===== config.mk =====
export PLATFORM = sky130hd
export DESIGN_NAME = trigger_deadlock_watchdog_flat
export DESIGN_NICKNAME = d
export VERILOG_FILES = /design/src/rtl/trigger_dbg_pkg.sv /design/src/rtl/trigger_deadlock_watchdog_if.sv /design/src/rtl/trigger_dbg_timestamp.sv /design/src/rtl/trigger_deadlock_watchdog.sv /design/src/flat_wrapper.sv
export SDC_FILE = /design/constraint.sdc
export NUM_CORES = 1
export LEC_CHECK = 0
export CAP_MARGIN = 20
export CORE_UTILIZATION = 55
export DETAILED_ROUTE_END_ITERATION = 12
export PLACE_DENSITY = 0.9
export SLEW_MARGIN = 20
export SYNTH_ARGS = -nofsm -noshare
export SYNTH_HDL_FRONTEND = slang
export SYNTH_SLANG_ARGS = --single-unit

===== constraint.sdc =====
create_clock -name clock -period 5.2 [get_ports clock]
set_clock_uncertainty 0.05 [all_clocks]
set_input_delay 1.56 -clock clock [delete_from_list [all_inputs] [get_ports clock]]
set_output_delay 1.56 -clock clock [all_outputs]
set_load 0.1 [all_outputs]

===== src/rtl/trigger_dbg_pkg.sv =====
// Shared definitions for the trigger debug blocks: watchdog state encoding,
// event counter width and the default timestamp width.
package trigger_dbg_pkg;

  typedef enum logic [1:0] {
    IDLE,
    SUSPECT,
    REPORT,
    HOLD
  } wd_state_t;

  localparam int unsigned EVENT_CNT_W  = 16;
  localparam int unsigned TS_W_DEFAULT = 32;

  function automatic logic [EVENT_CNT_W-1:0] sat_inc(input logic [EVENT_CNT_W-1:0] v);
    return (v == '1) ? v : v + EVENT_CNT_W'(1);
  endfunction

endpackage


===== src/rtl/trigger_deadlock_watchdog_if.sv =====
// Report channel from the deadlock watchdog to the status/AXI-Lite side:
// valid/ready handshake carrying the stalled-channel mask and start timestamp.
interface trigger_deadlock_watchdog_if #(
  parameter int unsigned NUM_AXIS = 8,
  parameter int unsigned TS_W     = 32
);

  logic                report_valid;
  logic                report_ready;
  logic [NUM_AXIS-1:0] report_mask;
  logic [TS_W-1:0]     report_start_ts;

  modport master (
    output report_valid,
    output report_mask,
    output report_start_ts,
    input  report_ready
  );

  modport slave (
    input  report_valid,
    input  report_mask,
    input  report_start_ts,
    output report_ready
  );

endinterface


===== src/rtl/trigger_dbg_timestamp.sv =====
// Free-running cycle timestamp shared by the trigger debug blocks; wraps
// silently to zero.
module trigger_dbg_timestamp #(
  parameter int unsigned TS_W = 32
) (
  input  logic            clock,
  input  logic            reset_n,
  output logic [TS_W-1:0] count
);

  always_ff @(posedge clock or negedge reset_n) begin
    if (!reset_n) begin
      count <= '0;
    end else begin
      count <= count + TS_W'(1);
    end
  end

endmodule


===== src/rtl/trigger_deadlock_watchdog.sv =====
// Qualifies the deadlock monitor's block flag over THRESHOLD consecutive
// cycles, latches the stalled channels and start time, and reports each event once.
module trigger_deadlock_watchdog
  import trigger_dbg_pkg::*;
#(
  parameter int unsigned NUM_AXIS  = 8,
  parameter int unsigned THRESHOLD = 1024,
  parameter int unsigned TS_W      = TS_W_DEFAULT
) (
  input  logic                   clock,
  input  logic                   reset_n,
  input  logic                   block,
  input  logic [NUM_AXIS-1:0]    axis_block_sigs,
  input  logic                   clear,
  output logic                   deadlock,
  output logic                   suspect,
  output logic [EVENT_CNT_W-1:0] event_count,
  trigger_deadlock_watchdog_if.master report
);

  localparam int unsigned      RUN_W    = $clog2(THRESHOLD + 1);
  localparam logic [RUN_W-1:0] RUN_LAST = RUN_W'(THRESHOLD - 1);

  wd_state_t           state;
  logic [RUN_W-1:0]    run;
  logic [NUM_AXIS-1:0] mask_d;
  logic [NUM_AXIS-1:0] acc;
  logic [TS_W-1:0]     ts_now;

  trigger_dbg_timestamp #(
    .TS_W(TS_W)
  ) u_ts (
    .clock  (clock),
    .reset_n(reset_n),
    .count  (ts_now)
  );

  always_ff @(posedge clock or negedge reset_n) begin
    if (!reset_n) begin
      state                  <= IDLE;
      run                    <= '0;
      mask_d                 <= '0;
      acc                    <= '0;
      deadlock               <= 1'b0;
      suspect                <= 1'b0;
      event_count            <= '0;
      report.report_valid    <= 1'b0;
      report.report_mask     <= '0;
      report.report_start_ts <= '0;
    end else begin
      // The monitor's block flag is one cycle late; mask_d re-aligns the raw stalls to it.
      mask_d <= axis_block_sigs;
      unique case (state)
        IDLE: begin
          if (block) begin
            state                  <= SUSPECT;
            run                    <= RUN_W'(1);
            acc                    <= mask_d;
            report.report_start_ts <= ts_now;
            suspect                <= 1'b1;
          end
        end
        SUSPECT: begin
          if (!block) begin
            state   <= IDLE;
            run     <= '0;
            acc     <= '0;
            suspect <= 1'b0;
          end else if (run == RUN_LAST) begin
            state               <= REPORT;
            acc                 <= acc | mask_d;
            report.report_mask  <= acc | mask_d;
            report.report_valid <= 1'b1;
            deadlock            <= 1'b1;
            suspect             <= 1'b0;
            event_count         <= sat_inc(event_count);
          end else begin
            run <= run + RUN_W'(1);
            acc <= acc | mask_d;
          end
        end
        REPORT: begin
          acc <= acc | mask_d;
          // A simultaneous handshake still counts as accepted, but clear decides the next state.
          if (clear) begin
            state               <= IDLE;
            run                 <= '0;
            acc                 <= '0;
            report.report_valid <= 1'b0;
            deadlock            <= 1'b0;
          end else if (report.report_ready) begin
            state               <= HOLD;
            report.report_valid <= 1'b0;
          end
        end
        HOLD: begin
          if (clear) begin
            state    <= IDLE;
            run      <= '0;
            acc      <= '0;
            deadlock <= 1'b0;
          end
        end
        default: state <= IDLE;
      endcase
    end
  end

endmodule


===== src/flat_wrapper.sv =====
// flat-port wrapper written by rule: the top's interface ports become plain ports
module trigger_deadlock_watchdog_flat import trigger_dbg_pkg::*;
#(
  parameter int unsigned NUM_AXIS  = 8,
  parameter int unsigned THRESHOLD = 1024,
  parameter int unsigned TS_W      = TS_W_DEFAULT
)
  (clock, reset_n, block, axis_block_sigs, clear, deadlock, suspect, event_count, report_report_valid, report_report_mask, report_report_start_ts, report_report_ready);
  trigger_deadlock_watchdog_if #(.NUM_AXIS(NUM_AXIS), .TS_W(TS_W)) report_i ();
  input  logic clock;
  input  logic reset_n;
  input  logic block;
  input  logic [NUM_AXIS-1:0] axis_block_sigs;
  input  logic clear;
  output logic deadlock;
  output logic suspect;
  output logic [EVENT_CNT_W-1:0] event_count;
  output wire logic [$bits(report_i.report_valid)-1:0] report_report_valid;
  output wire logic [$bits(report_i.report_mask)-1:0] report_report_mask;
  output wire logic [$bits(report_i.report_start_ts)-1:0] report_report_start_ts;
  input wire logic [$bits(report_i.report_ready)-1:0] report_report_ready;
  assign report_report_valid = report_i.report_valid;
  assign report_report_mask = report_i.report_mask;
  assign report_report_start_ts = report_i.report_start_ts;
  assign report_i.report_ready = report_report_ready;
  trigger_deadlock_watchdog #(.NUM_AXIS(NUM_AXIS), .THRESHOLD(THRESHOLD), .TS_W(TS_W)) u_core (.clock(clock), .reset_n(reset_n), .block(block), .axis_block_sigs(axis_block_sigs), .clear(clear), .deadlock(deadlock), .suspect(suspect), .event_count(event_count), .report(report_i));
endmodule

==> flow_summary.yaml, run 1 <==
synthesis:
  synth.area.top_cells: "dfrtp_1 (59%), mux2_2 (7.1%), xnor2_1 (5.2%), nor2_1 (2.8%), xor2_1 (2.6%)"
  yosysSeqAreaShare_pct: 59.0
  syn_area_per_cell_um2: 11.8
  synth-seq-cells: 120
  synth-edff-count: 0
  ys_types: 42
  yosysMostFrequentCell: "dfrtp_1"
  syn_area_mm2: 0.00509
  synth-main-ff-cell: "dfrtp_1"
  synth_commonest_cells: "dfrtp_1 (120), nor2_1 (38), mux2_2 (32)"
  syn_inst: 433
  async_reset_ff_share_pct: 100
  ys_warn_count: 0
  yosys.area.top_type_share_pct: 59.0
  synth_top_area_cell: "dfrtp_1"
  syn-num-nets: 449
critical_path:
  critPathMaxFanout: 13
  crit_required_ns: 5.54
  arrival_ns: 4.08
  crit_type: "in -> reg"
  startpoint_type: "primary input"
  cp-end-kind: "flip-flop"
die:
  row_count: 34
  dieWidth_um: 98.2
  die-area_mm2: 0.00964
  core-area_mm2: 0.00885
  die_h_um: 98.2
  start_util_pct: 57.5
  io_pins: 72
min_path:
  hp-class: "reg -> reg"
detailed_routing:
  route.detailed.drc: 6
  ant_nets: 0
  dr_total_vias: 3665
  routed_wl_um: 10600
  first_pass_iters: 9
  drt-vias-per-instance: 5.78
  drtIter0Drc: 125
  wire_per_inst_um: 16.7
clock_network:
  cts_hold_buf: 0
  clk_path_buf_depth: 2
  cts-buffers-inserted: 17
  htree_num_levels: 4
  clock-sinks: 120
  ctsResizeCount: 0
  clockRootBuffer: "clkbuf_8"
  clkTransAtPathRegs_ns: 0.06
  clk_latency_ns: 0.51
  postCtsSetupBuffers: 0
  cts_tree: "done"
sta:
  slew_viol_final: 0
  slew_headroom_pct: 32.6
  report.final.setup_viol: 0
  worst_pin_slew_ns: 1.01
  hold_viol: 0
  min_period_ns: 3.75
  fin_tns_setup_ns: 0
  fin_crit_sh_pct: 72.0
  fin_ws_ns: 1.45
  fmax_mhz: 267
  rsz0062_at_grt: "false"
global_routing:
  grt_overflow: 0
  first_global_vias: 3745
  grt_max_degree: 65
  grt_first_pass_wirelength_um: 18000
  grt_usage_pct: 24.0
  antenna_found_initial: 0
cells_and_area:
  fin_cells: 634
  fillers: 597
  nets: 529
  post-route-util_pct: 72.9
  diodes: 0
  syn_to_final_growth_pct: 26.8
  drive_above_1_share_pct: 14.4
power_and_ir_drop:
  finalPower_mw: 2.16
  ir_worst_vdd_uv: 187
  cellLeakagePower_nw: 2.94
  power_density_mw_per_mm2: 335
placed_design:
  hpwl_um: 6910
  post-place-ws_ns: 0.957
  place_congestion: 0.780
  port_buffers: 71
  placed_cells: 602
job:
  drv_cap: 0
outcome:
  failed_checks: "design-rule violations"
  status: "complete, but fails checks"
## per-layer routing
layer / wire length, um / up-vias / global-route usage [%]
met3: 558 / 16 / 6.66
met5: 0 / - / 0
met4: 131 / 0 / 9.30
met2: 5440 / 114 / 41.2
li1: - / 1716 / -
met1: 4430 / 1819 / 28.8
## per-stage QoR
stage                     area, um^2  hold WS (ns)
after floorplan                 5090         0.390
after global placement          5920         0.413
after detailed placement        5920         0.431
after CTS                       6450         0.432
after global routing            6450         0.450
final                           6450         0.430
## logic make-up (layout without fill, tap and decap cells)
| logic type | after synthesis | after routing | share of synthesized area [%] |
|---|---|---|---|
| and+or+nand+nor | 148 | 148 | 15.0 |
| adders and majority gates | 3 | 3 | 0.738 |
| DFF | 120 | 120 | 59.0 |
| xor gates and xnor gates | 45 | 45 | 7.75 |
| AOI/OAI and AO/OA | 67 | 67 | 9.00 |
| muxes | 32 | 32 | 7.08 |
| buffers and inverters | 18 | 111 | 1.43 |
## cells in the final DEF (no fill, tap or decap), drive strengths merged, types with 6 or more instances in the layout
| cell | count |
|---|---|
| o21ai | 21 |
| nor2 | 38 |
| inv | 7 |
| xor2 | 15 |
| nand4 | 13 |
| mux2 | 32 |
| clkbuf | 19 |
| clkdlybuf4s50 | 70 |
| o31ai | 7 |
| nand3 | 22 |
| dfrtp | 120 |
| nor3 | 11 |
| a21o | 8 |
| xnor2 | 30 |
| and3 | 10 |
| nor2b | 6 |
| a22oi | 16 |
| nand2 | 29 |
## state kept, by name (all words and copies together), names as in the netlist
register,flops
u_core.report.report_start_ts,32
u_core.acc,8
u_core.report.report_valid,1
u_core.report.report_mask,8
u_core.deadlock,1
u_core.state,2
u_core.u_ts.count,32
u_core.mask_d,8
u_core.run,11
u_core.event_count,16
u_core.suspect,1
## path summary, 6_finish.rpt
check | depth (start not counted) | to | slack (ns) | start
hold reg to reg | 1 | u_core.u_ts.count[31]$_DFF_PN0_ | 0.43 | u_core.u_ts.count[31]$_DFF_PN0_
setup / recovery | 6 | u_core.event_count[15]$_DFFE_PN0P_ | 1.45 | block
hold / removal | 1 | u_core.u_ts.count[31]$_DFF_PN0_ | 0.43 | u_core.u_ts.count[31]$_DFF_PN0_
max in group asynchronous | 2 | u_core.report.report_start_ts[7]$_DFFE_PN0P_ | 3.22 | reset_n
setup reg to reg | 5 | u_core.event_count[15]$_DFFE_PN0P_ | 2.14 | u_core.state[0]$_DFFE_PN0P_
min in group asynchronous | 1 | u_core.mask_d[1]$_DFF_PN0_ | 1.11 | reset_n
## report_power, final
group / internal (mW) / total [mW] / switching (mW)
logic: 0.0512 / 0.158 / 0.106
registers: 0.955 / 0.981 / 0.0253
clock network: 0.599 / 1.03 / 0.426
## critical path, cell delays in order
cell and delay (ns):
clkdlybuf4s50_1 0.55, nand3b_1 0.34, or4_1 0.90, a31oi_4 0.41, nand4_1 0.17, xnor2_1 0.16
## final cells by class
type | instances | area, um^2 | area share [%]
Clock buffer | 19 | 432 | 6.69
Clock inverter | 13 | 96.3 | 1.49
Inverter | 4 | 15.0 | 0.233
Multi-Input combinational cell | 295 | 2020 | 31.3
Sequential cell | 120 | 3000 | 46.6
Tap cell | 108 | 135 | 2.10
Timing Repair Buffer | 75 | 751 | 11.6
Power figures use the tool's default switching activity.
==> inputs of run 2 (changes only) <==
--- a/config.mk
+++ b/config.mk
@@ -6,9 +6,9 @@
 export NUM_CORES = 1
 export LEC_CHECK = 0
 export CAP_MARGIN = 20
-export CORE_UTILIZATION = 55
+export CORE_UTILIZATION = 49
 export DETAILED_ROUTE_END_ITERATION = 12
-export PLACE_DENSITY = 0.9
+export PLACE_DENSITY = 0.86
 export SLEW_MARGIN = 20
 export SYNTH_ARGS = -nofsm -noshare
 export SYNTH_HDL_FRONTEND = slang
==> constraint.sdc (replaced) <==
create_clock -name clock -period 3.2 [get_ports clock]
set_clock_uncertainty 0.05 [all_clocks]
set_input_delay 0.96 -clock clock [delete_from_list [all_inputs] [get_ports clock]]
set_output_delay 0.96 -clock clock [all_outputs]
set_load 0.1 [all_outputs]
==> run 2 against run 1 <==
Net effect: the flow now finishes without violations; first-iteration DRC count up 26%; clock power up 74%; register-to-register slack worse by 1.2 ns; flip-flop and latch count unchanged; largest cell class unchanged.
==> flow_summary.yaml, run 2 (synthesis results as in run 1) <==
outcome:
  status: "finished clean"
power_and_ir_drop:
  ir_worst_vdd_uv: 314
  finalPower_mw: 3.65
  cellLeakagePower_nw: 3.11
  power_density_mw_per_mm2: 569
detailed_routing:
  route.detailed.drc: 0
  dr_total_vias: 3702
  ant_nets: 0
  first_pass_iters: 4
  wire_per_inst_um: 16.1
  drt-vias-per-instance: 5.58
  drtIter0Drc: 157
  routed_wl_um: 10700
die:
  io_pins: 72
  die_h_um: 104
  dieWidth_um: 104
  core-area_mm2: 0.00991
  start_util_pct: 51.4
  row_count: 36
  die-area_mm2: 0.0108
cells_and_area:
  layout_commonest_cell: "dfrtp_1"
  nets: 535
  drive_above_1_share_pct: 26.0
  diodes: 0
  fillers: 758
  layout_common_cells: "dfrtp_1 (120), buf_4 (68), nor2_1 (38)"
  post-route-util_pct: 64.7
  reg_top3: "u_core.report.report_start_ts: 32 flops, u_core.u_ts.count: 32 flops, u_core.event_count: 16 flops"
  fin_area_mm2: 0.00642
  ff_latch_area_mm2: 0.00300
  fin_cells: 664
  multiInputGateArea_mm2: 0.00202
  syn_to_final_growth_pct: 26.1
clock_network:
  htree_num_levels: 4
  clock-sinks: 120
  clockRootBuffer: "clkbuf_8"
  postCtsSetupBuffers: 0
  cts_hold_buf: 0
  cts-buffers-inserted: 17
  ctsResizeCount: 0
  clkTransAtPathRegs_ns: 0.06
  clk_path_buf_depth: 2
  cts_tree: "done"
  clk_latency_ns: 0.52
global_routing:
  grt_usage_pct: 21.0
  grt_first_pass_wirelength_um: 17800
  grt_overflow: 0
  antenna_found_initial: 0
  first_global_vias: 3645
  grt_max_degree: 59
sta:
  worst_pin_slew_ns: 0.879
  slew_viol_final: 0
  hold_viol: 0
  fin_ws_ns: 0.674
  report.final.setup_viol: 0
  min_period_ns: 2.53
  fin_tns_setup_ns: 0
  fin_crit_sh_pct: 78.9
  fmax_mhz: 396
  hold-worst-slack_ns: 0.367
  rsz0062_at_grt: "false"
  slew_headroom_pct: 40.9
critical_path:
  crit_type: "in -> reg"
  cp-end-kind: "flip-flop"
  arrival_ns: 2.87
  crit_required_ns: 3.55
  startpoint_type: "primary input"
  critPathMaxFanout: 10
placed_design:
  placed_cells: 633
  port_buffers: 71
  postPlaceCellArea_mm2: 0.00586
  post-place-ws_ns: 0.158
  place_congestion: 0.789
  hpwl_um: 6990
job:
  drv_cap: 0
min_path:
  hp-class: "in -> async"
-- run 2: cell types whose count changed in the layout (fill, tap and decap cells not counted) --
cell / delta
clkbuf_1: +2
clkdlybuf4s50_1: -59
buf_4: +64
inv_6: -3
clkinv_2: +2
clkbuf_8: +1
clkinv_4: -2
buf_12: +1
clkinvlp_4: -3
bufinv_16: +2
-- run 2: final timing paths --
check,end,slack (ns),start,depth (start not counted)
hold / removal,u_core.event_count[2]$_DFFE_PN0P_,0.37,reset_n,1
hold reg to reg,u_core.run[10]$_DFFE_PN0P_,0.44,u_core.run[10]$_DFFE_PN0P_,1
min in group clock,u_core.run[10]$_DFFE_PN0P_,0.44,u_core.run[10]$_DFFE_PN0P_,1
max in group asynchronous,u_core.report.report_start_ts[26]$_DFFE_PN0P_,2.02,reset_n,2
setup / recovery,u_core.event_count[15]$_DFFE_PN0P_,0.67,block,6
setup reg to reg,u_core.event_count[15]$_DFFE_PN0P_,0.91,u_core.run[0]$_DFFE_PN0P_,6
-- run 2: cell type report --
| cell class | count | area share, % |
|---|---|---|
| Timing Repair Buffer | 81 | 10.3 |
| Clock buffer | 22 | 7.06 |
| Clock inverter | 9 | 1.56 |
| Multi-Input combinational cell | 295 | 31.5 |
| Sequential cell | 120 | 46.8 |
| Tap cell | 133 | 2.59 |
| Inverter | 4 | 0.234 |
-- run 2: power breakdown --
part	switching (mW)	internal [mW]	leakage, nW
logic	0.185	0.0867	1.24
clock network	0.656	1.14	0.270
registers	0.0320	1.55	1.60
-- run 2: worst max-delay path, cell delays in order --
cell             delay [ns]
clkdlybuf4s50_1        0.48
nand3b_1               0.11
or4_1                  0.66
a31oi_4                0.34
nand4_1                0.16
xnor2_1                0.16
-- run 2: metal layers --
metal	part of all wire (%)	vias up	track usage, %
li1	-	1724	-
met5	0	-	0
met3	4.8	26	5.89
met2	49	108	33.4
met1	43	1844	26.3
met4	2.5	0	10.7
==> inputs of run 3 (changes only) <==
--- a/config.mk
+++ b/config.mk
@@ -6,9 +6,9 @@
 export NUM_CORES = 1
 export LEC_CHECK = 0
 export CAP_MARGIN = 20
-export CORE_UTILIZATION = 49
+export CORE_UTILIZATION = 54
 export DETAILED_ROUTE_END_ITERATION = 12
-export PLACE_DENSITY = 0.86
+export PLACE_DENSITY = 0.89
 export SLEW_MARGIN = 20
 export SYNTH_ARGS = -nofsm -noshare
 export SYNTH_HDL_FRONTEND = slang
==> constraint.sdc (replaced) <==
create_clock -name clock -period 2.5 [get_ports clock]
set_clock_uncertainty 0.05 [all_clocks]
set_input_delay 0.75 -clock clock [delete_from_list [all_inputs] [get_ports clock]]
set_output_delay 0.75 -clock clock [all_outputs]
set_load 0.1 [all_outputs]
==> run 3 against run 2 <==
Net effect: utilization increased by 5.9 points; non-clock buffer count rose by 5; power is 34% higher; critical path type unchanged; largest cell class unchanged; highest routed layer unchanged.
==> flow_summary.yaml, run 3 (synthesis results as in run 1) <==
outcome:
  status: "finished clean"
detailed_routing:
  first_pass_iters: 7
  drtIter0Drc: 151
  dr_total_vias: 3746
  route.detailed.drc: 0
  ant_nets: 0
  drt-vias-per-instance: 5.78
  routed_wl_um: 10500
  wire_per_inst_um: 16.3
global_routing:
  grt_usage_pct: 23.5
  antenna_found_initial: 0
  first_global_vias: 3799
  grt_max_degree: 121
  grt_overflow: 0
  grt_first_pass_wirelength_um: 17700
clock_network:
  clkTransAtPathRegs_ns: 0.06
  clk_path_buf_depth: 2
  htree_num_levels: 4
  clk_latency_ns: 0.51
  cts-buffers-inserted: 17
  cts_tree: "done"
  clockRootBuffer: "clkbuf_8"
  postCtsSetupBuffers: 0
  clock-sinks: 120
placed_design:
  port_buffers: 71
  hpwl_um: 6800
  place_congestion: 0.814
  postPlaceCellArea_mm2: 0.00587
min_path:
  hp-class: "in -> async"
power_and_ir_drop:
  netSwitchingFraction_pct: 23.0
  p_int_mw: 3.75
  pwr-share-comb_pct: 7.2
  power_frac_seq_pct: 41.6
  p_sw_mw: 1.12
  cellLeakagePower_nw: 3.17
  finalPower_mw: 4.88
  ir_worst_vdd_uv: 556
  power_density_mw_per_mm2: 750
  pwr-share-clk_pct: 51.1
die:
  row_count: 35
  core-area_mm2: 0.00920
  dieWidth_um: 99.1
  io_pins: 72
  die-area_mm2: 0.00982
  start_util_pct: 55.3
  die_h_um: 99.1
sta:
  fmax_mhz: 430
  worst_pin_slew_ns: 0.644
  fin_tns_setup_ns: 0
  rsz0062_at_grt: "false"
  report.final.setup_viol: 0
  slew_viol_final: 0
  slew_headroom_pct: 57.1
  hold_viol: 0
  min_period_ns: 2.33
  fin_crit_sh_pct: 93.1
cells_and_area:
  reg_top3: "u_core.report.report_start_ts: 32 flops, u_core.u_ts.count: 32 flops, u_core.event_count: 16 flops"
  syn_to_final_growth_pct: 27.7
  fillers: 615
  layout_common_cells: "dfrtp_1 (120), buf_4 (73), nor2_1 (38)"
  drive_above_1_share_pct: 27.4
  layout_commonest_cell: "dfrtp_1"
  diodes: 0
  fin_area_mm2: 0.00650
  nets: 540
critical_path:
  arrival_ns: 2.67
  cp-end-kind: "flip-flop"
  crit_type: "in -> reg"
  critPathMaxFanout: 10
  startpoint_type: "primary input"
  crit_required_ns: 2.85
job:
  drv_cap: 0
==> run 3: changes by cell type in the layout (fill, tap and decap cells not counted), sizes merged <==
| cell | delta |
|---|---|
| bufinv | +1 |
| buf | +5 |
==> run 3: worst paths after layout <==
kind                                            start                                end  slack [ns]  cells past startpoint
min in group clock         u_core.run[10]$_DFFE_PN0P_         u_core.run[10]$_DFFE_PN0P_        0.43                      1
max in group asynchronous                     reset_n         u_core.mask_d[0]$_DFF_PN0_        1.64                      2
hold reg to reg            u_core.run[10]$_DFFE_PN0P_         u_core.run[10]$_DFFE_PN0P_        0.43                      1
setup / recovery                                block  u_core.event_count[9]$_DFFE_PN0P_        0.17                      6
setup reg to reg            u_core.run[1]$_DFFE_PN0P_  u_core.event_count[9]$_DFFE_PN0P_        0.17                      6
hold / removal                                reset_n  u_core.event_count[8]$_DFFE_PN0P_        0.24                      2
==> run 3: repair_timing <==
item	4_1_cts	5_1_grt
hold buffers	0	0
setup endpoints to repair	0	3
gates resized for setup	0	1
==> run 3: layer usage <==
| layer | part of all wire, % | track usage [%] |
|---|---|---|
| met1 | 41 | 27.8 |
| met2 | 51 | 38.4 |
| met3 | 5.1 | 7.73 |
| met4 | 2.6 | 12.0 |
| met5 | 0 | 0 |
==> run 3: worst max-delay path, cell delays in order <==
cell             delay, ns
clkdlybuf4s50_1       0.48
nand3b_1              0.11
or4_1                 0.68
a31oi_4               0.34
nand4_1               0.16
xnor2_1               0.15
==> run 3: layout make-up <==
cell class / instances / area (um^2) / share of cell area (%)
sequential: 120 / 3000 / 46.2
multi-input combinational: 295 / 2020 / 31.1
timing repair buffer: 86 / 698 / 10.7
clock buffer: 22 / 483 / 7.43
clock inverter: 10 / 141 / 2.18
tap: 111 / 139 / 2.14
inverter: 4 / 15.0 / 0.231
==> run 3: power by group through the flow <==
stage / combinational (mW) / clock (mW) / sequential, mW
finish: 0.352 / 2.49 / 2.03
global route: 0.377 / 2.64 / 2.03
floorplan: 0.116 / 0 / 2.16
global placement: 0.342 / 0 / 2.06
CTS: 0.355 / 2.54 / 2.03
detailed placement: 0.351 / 0 / 2.06
==> run 3: metrics by stage <==
step / instances / hold slack [ns] / util [%] / worst slack (ns)
after floorplan: 433 / 0.390 / - / 0.100
after global placement: 616 / 0.412 / 63.8 / -0.319
after detailed placement: 616 / 0.416 / 63.8 / -0.370
after CTS: 648 / 0.299 / 70.6 / 0.183
after global routing: 648 / 0.308 / 70.7 / 0.0296
final: 648 / 0.242 / 70.7 / 0.173
